<file path="src/rtl/control_unit_pkg.sv">
// Shared types and constants for the instruction sequencer: opcodes, FSM states,
// ALU select codes and instruction field positions.
package cpu_pkg;

  typedef enum logic [3:0] {
    OP_LOAD  = 4'h0,
    OP_STORE = 4'h1,
    OP_ADD   = 4'h2,
    OP_SUB   = 4'h3,
    OP_NOOP  = 4'h4,
    OP_HALT  = 4'h5
  } opcode_t;

  typedef enum logic [3:0] {
    S_INIT   = 4'd0,
    S_FETCH  = 4'd1,
    S_DECODE = 4'd2,
    S_LOAD_A = 4'd3,
    S_LOAD_B = 4'd4,
    S_STORE  = 4'd5,
    S_ADD    = 4'd6,
    S_SUB    = 4'd7,
    S_NOOP   = 4'd8,
    S_HALT   = 4'd9
  } state_t;

  localparam logic [1:0] ALU_PASS = 2'b00;
  localparam logic [1:0] ALU_ADD  = 2'b01;
  localparam logic [1:0] ALU_SUB  = 2'b10;

  localparam int OP_MSB      = 15;
  localparam int OP_LSB      = 12;
  localparam int RA_MSB      = 11;
  localparam int RA_LSB      = 8;
  localparam int RB_MSB      = 7;
  localparam int RB_LSB      = 4;
  localparam int RD_MSB      = 3;
  localparam int RD_LSB      = 0;
  localparam int LD_ADDR_MSB = 11;
  localparam int LD_ADDR_LSB = 4;
  localparam int ST_ADDR_MSB = 7;
  localparam int ST_ADDR_LSB = 0;

  function automatic logic [1:0] alu_op(input opcode_t op);
    case (op)
      OP_ADD:  alu_op = ALU_ADD;
      OP_SUB:  alu_op = ALU_SUB;
      default: alu_op = ALU_PASS;
    endcase
  endfunction

endpackage

</file>
<file path="src/rtl/control_unit_if.sv">
// Control bus between the sequencer (master) and the ROM / register-file /
// data-memory datapath (slave).
interface control_unit_if #(
  parameter int PC_W     = 7,
  parameter int D_ADDR_W = 8
);
  logic [15:0]         instr_data;
  logic [PC_W-1:0]     PC_addr;
  logic                D_W_en;
  logic [D_ADDR_W-1:0] D_addr;
  logic                RF_W_en;
  logic [3:0]          RF_W_addr;
  logic [3:0]          RF_Ra_addr;
  logic [3:0]          RF_Rb_addr;
  logic                RF_s;
  logic [1:0]          ALU_s0;
  logic                halted;
  logic [3:0]          state_o;

  modport master (
    input  instr_data,
    output PC_addr, D_W_en, D_addr, RF_W_en, RF_W_addr, RF_Ra_addr,
           RF_Rb_addr, RF_s, ALU_s0, halted, state_o
  );

  modport slave (
    output instr_data,
    input  PC_addr, D_W_en, D_addr, RF_W_en, RF_W_addr, RF_Ra_addr,
           RF_Rb_addr, RF_s, ALU_s0, halted, state_o
  );
endinterface

</file>
<file path="src/rtl/control_unit_decoder.sv">
// Splits the instruction register into opcode and operand fields; the data
// address comes from a different bit range for LOAD than for STORE.
module instr_decoder
  import cpu_pkg::*;
(
  input  logic [15:0] ir,
  output opcode_t     opcode,
  output logic [3:0]  ra,
  output logic [3:0]  rb,
  output logic [3:0]  rd,
  output logic [7:0]  addr
);

  assign opcode = opcode_t'(ir[OP_MSB:OP_LSB]);
  assign ra     = ir[RA_MSB:RA_LSB];
  assign rb     = ir[RB_MSB:RB_LSB];
  assign rd     = ir[RD_MSB:RD_LSB];
  assign addr   = (opcode == OP_LOAD) ? ir[LD_ADDR_MSB:LD_ADDR_LSB]
                                      : ir[ST_ADDR_MSB:ST_ADDR_LSB];

endmodule

</file>
<file path="src/rtl/control_unit.sv">
// Multi-cycle fetch/decode/execute sequencer: owns PC, IR and the FSM and
// drives every datapath control line combinationally from state and IR.
module control_unit
  import cpu_pkg::*;
#(
  parameter int PC_W     = 7,
  parameter int D_ADDR_W = 8
) (
  input logic            clk,
  input logic            reset_n,
  control_unit_if.master bus
);

  state_t          state;
  state_t          next_state;
  logic [PC_W-1:0] pc;
  logic [15:0]     ir;

  opcode_t    ir_op;
  logic [3:0] ra;
  logic [3:0] rb;
  logic [3:0] rd;
  logic [7:0] addr;

  instr_decoder u_decoder (
    .ir     (ir),
    .opcode (ir_op),
    .ra     (ra),
    .rb     (rb),
    .rd     (rd),
    .addr   (addr)
  );

  always_ff @(posedge clk or negedge reset_n) begin
    if (!reset_n) begin
      state <= S_INIT;
      pc    <= '0;
      ir    <= '0;
    end else begin
      state <= next_state;
      if (state == S_INIT) begin
        pc <= '0;
        ir <= '0;
      end else if (state == S_DECODE) begin
        ir <= bus.instr_data;
        pc <= pc + PC_W'(1);
      end
    end
  end

  // Dispatch looks at the ROM word directly because IR only loads at the end of DECODE.
  always_comb begin
    next_state     = state;
    bus.D_W_en     = 1'b0;
    bus.D_addr     = '0;
    bus.RF_W_en    = 1'b0;
    bus.RF_W_addr  = '0;
    bus.RF_Ra_addr = '0;
    bus.RF_Rb_addr = '0;
    bus.RF_s       = 1'b0;
    bus.ALU_s0     = ALU_PASS;
    bus.halted     = 1'b0;
    case (state)
      S_INIT:   next_state = S_FETCH;
      S_FETCH:  next_state = S_DECODE;
      S_DECODE: begin
        case (opcode_t'(bus.instr_data[OP_MSB:OP_LSB]))
          OP_LOAD:  next_state = S_LOAD_A;
          OP_STORE: next_state = S_STORE;
          OP_ADD:   next_state = S_ADD;
          OP_SUB:   next_state = S_SUB;
          OP_HALT:  next_state = S_HALT;
          default:  next_state = S_NOOP;
        endcase
      end
      S_LOAD_A, S_LOAD_B: begin
        bus.D_addr    = D_ADDR_W'(addr);
        bus.RF_W_addr = rd;
        bus.RF_s      = 1'b1;
        bus.RF_W_en   = (state == S_LOAD_B);
        next_state    = (state == S_LOAD_A) ? S_LOAD_B : S_FETCH;
      end
      S_STORE: begin
        bus.RF_Ra_addr = ra;
        bus.D_addr     = D_ADDR_W'(addr);
        bus.D_W_en     = 1'b1;
        next_state     = S_FETCH;
      end
      S_ADD, S_SUB: begin
        bus.RF_Ra_addr = ra;
        bus.RF_Rb_addr = rb;
        bus.RF_W_addr  = rd;
        bus.RF_W_en    = 1'b1;
        bus.ALU_s0     = alu_op(ir_op);
        next_state     = S_FETCH;
      end
      S_NOOP:   next_state = S_FETCH;
      S_HALT: begin
        bus.halted = 1'b1;
        next_state = S_HALT;
      end
      default:  next_state = S_INIT;
    endcase
  end

  assign bus.PC_addr = pc;
  assign bus.state_o = state;

endmodule
</file>
<file path="src/flat_wrapper.sv">
// flat-port wrapper written by rule: the top's interface ports become plain ports
module control_unit_flat import cpu_pkg::*;
#(
  parameter int PC_W     = 7,
  parameter int D_ADDR_W = 8
)
  (clk, reset_n, bus_instr_data, bus_PC_addr, bus_D_W_en, bus_D_addr, bus_RF_W_en, bus_RF_W_addr, bus_RF_Ra_addr, bus_RF_Rb_addr, bus_RF_s, bus_ALU_s0, bus_halted, bus_state_o);
  control_unit_if #(.PC_W(PC_W), .D_ADDR_W(D_ADDR_W)) bus_i ();
  input logic clk;
  input logic reset_n;
  input wire logic [$bits(bus_i.instr_data)-1:0] bus_instr_data;
  output wire logic [$bits(bus_i.PC_addr)-1:0] bus_PC_addr;
  output wire logic [$bits(bus_i.D_W_en)-1:0] bus_D_W_en;
  output wire logic [$bits(bus_i.D_addr)-1:0] bus_D_addr;
  output wire logic [$bits(bus_i.RF_W_en)-1:0] bus_RF_W_en;
  output wire logic [$bits(bus_i.RF_W_addr)-1:0] bus_RF_W_addr;
  output wire logic [$bits(bus_i.RF_Ra_addr)-1:0] bus_RF_Ra_addr;
  output wire logic [$bits(bus_i.RF_Rb_addr)-1:0] bus_RF_Rb_addr;
  output wire logic [$bits(bus_i.RF_s)-1:0] bus_RF_s;
  output wire logic [$bits(bus_i.ALU_s0)-1:0] bus_ALU_s0;
  output wire logic [$bits(bus_i.halted)-1:0] bus_halted;
  output wire logic [$bits(bus_i.state_o)-1:0] bus_state_o;
  assign bus_i.instr_data = bus_instr_data;
  assign bus_PC_addr = bus_i.PC_addr;
  assign bus_D_W_en = bus_i.D_W_en;
  assign bus_D_addr = bus_i.D_addr;
  assign bus_RF_W_en = bus_i.RF_W_en;
  assign bus_RF_W_addr = bus_i.RF_W_addr;
  assign bus_RF_Ra_addr = bus_i.RF_Ra_addr;
  assign bus_RF_Rb_addr = bus_i.RF_Rb_addr;
  assign bus_RF_s = bus_i.RF_s;
  assign bus_ALU_s0 = bus_i.ALU_s0;
  assign bus_halted = bus_i.halted;
  assign bus_state_o = bus_i.state_o;
  control_unit #(.PC_W(PC_W), .D_ADDR_W(D_ADDR_W)) u_core (.clk(clk), .reset_n(reset_n), .bus(bus_i));
endmodule
</file>
<file path="config.mk">
export PLATFORM = sky130hd
export DESIGN_NAME = control_unit_flat
export DESIGN_NICKNAME = d
export VERILOG_FILES = /design/src/rtl/control_unit_pkg.sv /design/src/rtl/control_unit_if.sv /design/src/rtl/control_unit_decoder.sv /design/src/rtl/control_unit.sv /design/src/flat_wrapper.sv
export SDC_FILE = /design/constraint.sdc
export NUM_CORES = 1
export LEC_CHECK = 0
export CAP_MARGIN = 5
export CORE_ASPECT_RATIO = 1.75
export CORE_MARGIN = 2
export CORE_UTILIZATION = 40
export DETAILED_ROUTE_END_ITERATION = 10
export PLACE_DENSITY = 0.75
export SLEW_MARGIN = 40
export SYNTH_ARGS = -nofsm -noshare
export SYNTH_HDL_FRONTEND = slang
export SYNTH_SLANG_ARGS = --single-unit
export TNS_END_PERCENT = 10
</file>
<file path="constraint.sdc">
create_clock -name clk -period 1.6 [get_ports clk]
set_input_delay 0.32 -clock clk [delete_from_list [all_inputs] [get_ports clk]]
set_output_delay 0.32 -clock clk [all_outputs]
set_load 0.05 [all_outputs]
</file>
# == Yosys cells after proc, flatten, opt, wreduce, memory -nomap -nowiden ==
# Index checks and enable logic that the tools add are counted.
# totals
register_bits,27
latch_bits,0
ramBits,0
mem_bits_ro,0
in_bits,18
output_inout_bits,37
word_cells,47
memories,0
# classes
n_addsub,1
n_mul,0
div_mod_pow,0
magnitude_cmp,0
n_eq_ne,15
shifts,0
muxes,18
bitwise,0
n_reduce_logical,10
# ops
cell,count
one-hot mux 4 bit (5 select lines),2
2-to-1 mux 16 bit,2
== test 4 x 2 -> 1 bit (second input constant),6
== test 4 x 3 -> 1 bit (second input constant),5
2-to-1 mux 8 bit,2
2-to-1 mux 7 bit,2
zero test 4 bit,3
2-to-1 mux 4 bit,3
== test 4 x 1 -> 1 bit (second input constant),2
== test 4 bit (second input constant),2
adder 7 x 1 -> 7 bit (second input constant),1
OR reduction 3 bit,2
OR reduction 5 bit,1
one-hot mux 2 bit (2 select lines),1
OR reduction 2 bit,2
OR reduction 4 bit,1
2-to-1 mux 1 bit,3
2-to-1 mux 3 bit,1
2-to-1 mux 2 bit,1
one-hot mux 1 bit (2 select lines),1
nonzero test 2 bit,1

# == Logic depth before layout (Yosys ltp) ==
# depth
word_depth,3
depth_mapped,6
depth_no_buf,4

# == Cells and area by module ==
# Synthesis repeated with hierarchy kept, for this count alone.
# hier_totals
cells_unflattened,166
area_unflattened_um2,1634.1
# modules_own_cells
mod,n_inst,cells_per_inst,area_each_um2,seq_area_each_um2
control_unit,1,141,1402.6,675.6
instr_decoder,1,25,231.5,0.0

# == Worst setup path after synthesis ==
# No wires, ideal clock.
# synth_path
path_type,register -> output
start,"register u_core.state[0], in the netlist u_core.bus.state_o[0]"
end,output port bus_halted
arrival_ps,2277
required_time_ps,1280
setup_slack_ps,-997
path_stages_with_launch,4
path_buffers,1
cell_sequence,dfrtp_1 -> clkbuf_1 -> nand2b_1 -> nor3b_1
# synth_between
elab_chain_len,2
# synth_lines
element,line_no,text
start: declaration,control_unit.sv:14,state_t state;
start signal: assignment,control_unit.sv:40,state <= next_state;
== test 4 bit,control_unit.sv:63,case (state)
2-to-1 mux 1 bit,control_unit.sv:63,
end: declaration,flat_wrapper.sv:21,output wire logic [$bits(bus_i.halted)-1:0] bus_halted;
# Every way passes these cells.

# == Worst setup path after layout ==
# layout_path
start,register u_core.ir[14]
end,output port bus_D_addr[5]
# layout_between
elab_chain_len,3
# layout_lines
element,line_no,text
start: declaration,control_unit.sv:17,logic [15:0] ir;
start signal: assignment,control_unit.sv:45,ir <= bus.instr_data;
zero test 4 bit,control_unit_decoder.sv:18,assign addr = (opcode == OP_LOAD) ? ir[LD_ADDR_MSB:LD_ADDR_LSB]
2-to-1 mux 8 bit,control_unit_decoder.sv:18,
2-to-1 mux 8 bit,control_unit.sv:63,
end: declaration,flat_wrapper.sv:14,output wire logic [$bits(bus_i.D_addr)-1:0] bus_D_addr;
# Every way passes these cells.

==> results.toml <==
[grt]
gr-total-overflow = 0
grt_pass1_vias = 1822
use_met2 = 0.471
antenna_found_initial = 0
gr-usage-all-layers = 0.262
busiest_layer = "met2"
grt_use_met1 = 0.291
grt_pass1_wl_um = 8670
grt_max_degree = 28
met3_usage = 0.0348

[synth]
synth_mux_area_frac = 0.0585
syn_inst = 185
synth_area_leaders = "dfrtp_1 (44%), nand2_1 (10%), nand3_1 (7.1%)"
ys_seq_area_frac = 0.439
synth_top_area_frac = 0.439
yosys_warnings = 0
synth.avg_cell_area_sq_um = 8.33
synth_edf_count = 0
synth-async-reset-ratio = 1.00
synthDistinctLibCells = 35
synth_ff_type = "dfrtp_1"
synth_area_sq_mm = 0.00154
synth-compound-area-share = 0.0690
synth-seq-cells = 27
yosys.area.top_type = "dfrtp_1"
synth_most_common_cell = "nand2_1"
synth_top_family_by_area = "simple AND/OR/NAND/NOR gates"
synthAdderAreaFrac = 0.0146
synthXorXnorAreaFrac = 0.00569
syn_nets = 204
ys_top_cells_by_count = "nand2_1 (41), dfrtp_1 (27), nand3_1 (22), nor2_1 (21), clkbuf_1 (10)"
yosys.area_share.simple = 0.381

[power]
p_clk_frac = 0.354
vdd_drop_max_uv = 544
p_leak_nw = 1.25
p_int_w = 0.000899
power_density_mw_per_mm2 = 392
total_power_w = 0.00116
power_frac_seq = 0.588
power_switching_w = 0.000260
sw_frac_of_total = 0.224
combPwrFrac = 0.057

[drt]
post_drt_wl_per_cell_um = 16.9
first_iter_violations = 48
finalWirelength_um = 5120
ant_nets = 0
viasPerCell = 5.41
drc = 0
firstDrtPassIters = 4
vias = 1640

[hold_path]
hp-class = "input pin to asynchronous set/reset pin"

[cts]
cts_made_buffers = 3
clk_pin_slew_ps = 100
clock_latency_ps = 280
cts_tree = "done"
cts-root-buf = "clkbuf_8"
cts_setup_buffers = 0
cts_buffer_depth = 2
htree_levels = 1
hold_buffers = 0
clock-sinks = 27

[critical_path]
crit_fanout = 8
endpoint_kind = "output pin"
crit_family = "flip-flops"
worst_setup_path_start_kind = "flop"
cp_slowest_cell = "dfrtp_1"
crit_top_cell = "buf_12"
worst-path-buf-inv = 2
crit_required_ps = 1280
startpoint = "u_core.ir[14]$_DFFE_PN0P_"
arrival_ps = 1790
slowest_delay_ps = 430
crit_type = "flop to output pin"
crit_chain = "nor4_4 > buf_12 > mux2i_2 > nor2_4 > buf_12"
rr_startpoint = "u_core.bus.state_o[2]$_DFF_PN0_"

[die]
core_sq_mm = 0.00366
die-area_sq_mm = 0.00438
fp.dieH_um = 86.1
ios = 55
die_x_um = 50.9
rows = 29
start_util = 0.420

[sta]
period_minus_slack_ps = 2110
finalSetupTns_ps = -7260
rsz0062_at_grt = "true"
period_share = 1.32
fmax_ghz = 0.474
worstMarginPinSlew_ps = 367
hold_viol = 0
setup_violations = 26
finalClockSkew_ps = 4.72
finalMaxSlewViolations = 0
slew_headroom = 0.754
fin_ws_ps = -508

[layout]
multi_input_area_sq_mm = 0.00105
nFillCells = 202
drive_gt1_frac = 0.432
nNetsFinal = 277
syn_to_final_growth_pct = 92.2
num_antenna_cells = 0
regArea_sq_um = 681

[status]
outcome = "finished with violations"
violations = "setup timing"

[placed_design]
io_buffers = 54
hpwl_um = 3670
gp_congestion = 0.819

[run]
drv_cap = 0
-- timing repair --
action | in CTS | in global routing
setup endpoints to repair | 29 | 29
gates resized for setup | 26 | 7
pin swaps | 4 | 8
-- routing by layer --
| metal | vias to the layer above | part of all wire |
|---|---|---|
| li1 | 774 | - |
| met1 | 797 | 0.35 |
| met2 | 57 | 0.59 |
| met3 | 12 | 0.036 |
| met4 | 0 | 0.029 |
| met5 | - | 0 |
-- final cells by class --
| class | instances | area share |
|---|---|---|
| multi-input combinational | 145 | 0.354 |
| inverter | 2 | 0.00254 |
| clock buffer | 3 | 0.0139 |
| timing repair buffer | 79 | 0.377 |
| tap | 46 | 0.0194 |
| clock inverter | 1 | 0.00254 |
| sequential | 27 | 0.230 |
-- path summary, 6_finish.rpt --
check                      depth (start not counted)                               to  slack, ps
max                                                5                    bus_D_addr[5]       -510
min                                                2        u_core.ir[10]$_DFFE_PN0P_        400
max reg2reg                                        5  u_core.bus.state_o[0]$_DFF_PN0_         10
min reg2reg                                        2         u_core.ir[0]$_DFFE_PN0P_        530
max in group asynchronous                          2  u_core.bus.state_o[3]$_DFF_PN0_        900
min in group clk                                   2         u_core.ir[0]$_DFFE_PN0P_        530
-- power by group through the flow --
stage | Combinational [W] | Clock, W | Sequential, W
6_report | 0.0000667 | 0.000411 | 0.000682
5_1_grt | 0.0000736 | 0.000441 | 0.000682
4_1_cts | 0.0000670 | 0.000407 | 0.000682
3_5_place_dp | 0.0000669 | 0 | 0.000695
3_3_place_gp | 0.0000665 | 0 | 0.000695
2_1_floorplan | 0.00000382 | 0 | 0.000695
-- through the flow --
step           hold WS [ps]   util  setup slack, ps  instances  instance area (sq um)
5_1_grt                 428  0.808             -562        303                   2960
4_1_cts                 420  0.795             -459        303                   2910
6_report                405  0.808             -508        303                   2960
3_3_place_gp            475  0.756             -104        299                   2770
2_1_floorplan          24.4      -             -226        185                   1670
3_5_place_dp            487  0.756             -165        299                   2770
-- cell families (layout without fill, tap and decap cells) --
group,Yosys count,after routing
AOI/OAI and AO/OA,16,16
xor gates and xnor gates,1,1
adders and majority gates,2,2
buffers and inverters,13,85
DFF,27,27
muxes,9,9
and+or+nand+nor,117,117
-- sequential cells by signal, indices dropped and copies added, names as in the netlist --
signal	count
u_core.bus.state_o	4
u_core.bus.PC_addr	7
u_core.ir	16
-- worst register-to-register path, stage by stage (launching register included) --
cell	delay [ps]
dfrtp_2	450
buf_6	140
buf_6	130
or3b_2	480
a21oi_1	170
o21ai_0	100
-- cells in the final DEF, fill, tap and decap left out, types with 2 or more instances in the layout --
master / instances
nor2_2: 2
inv_1: 2
nand3_1: 22
buf_12: 37
and2_1: 3
mux2i_4: 3
nor2_1: 7
or4_1: 2
buf_4: 20
o31ai_1: 2
clkbuf_8: 3
o21ai_0: 3
nand3b_1: 2
dfrtp_1: 23
nand2_1: 41
nor4b_1: 3
and2_4: 5
nor2b_4: 2
a21oi_1: 3
nor2_4: 12
buf_6: 5
dfrtp_2: 4
and3_4: 4
nand2b_1: 2
a21boi_1: 2
mux2i_2: 5
clkdlybuf4s50_1: 17
No activity file was read; power rests on OpenSTA's default activity.
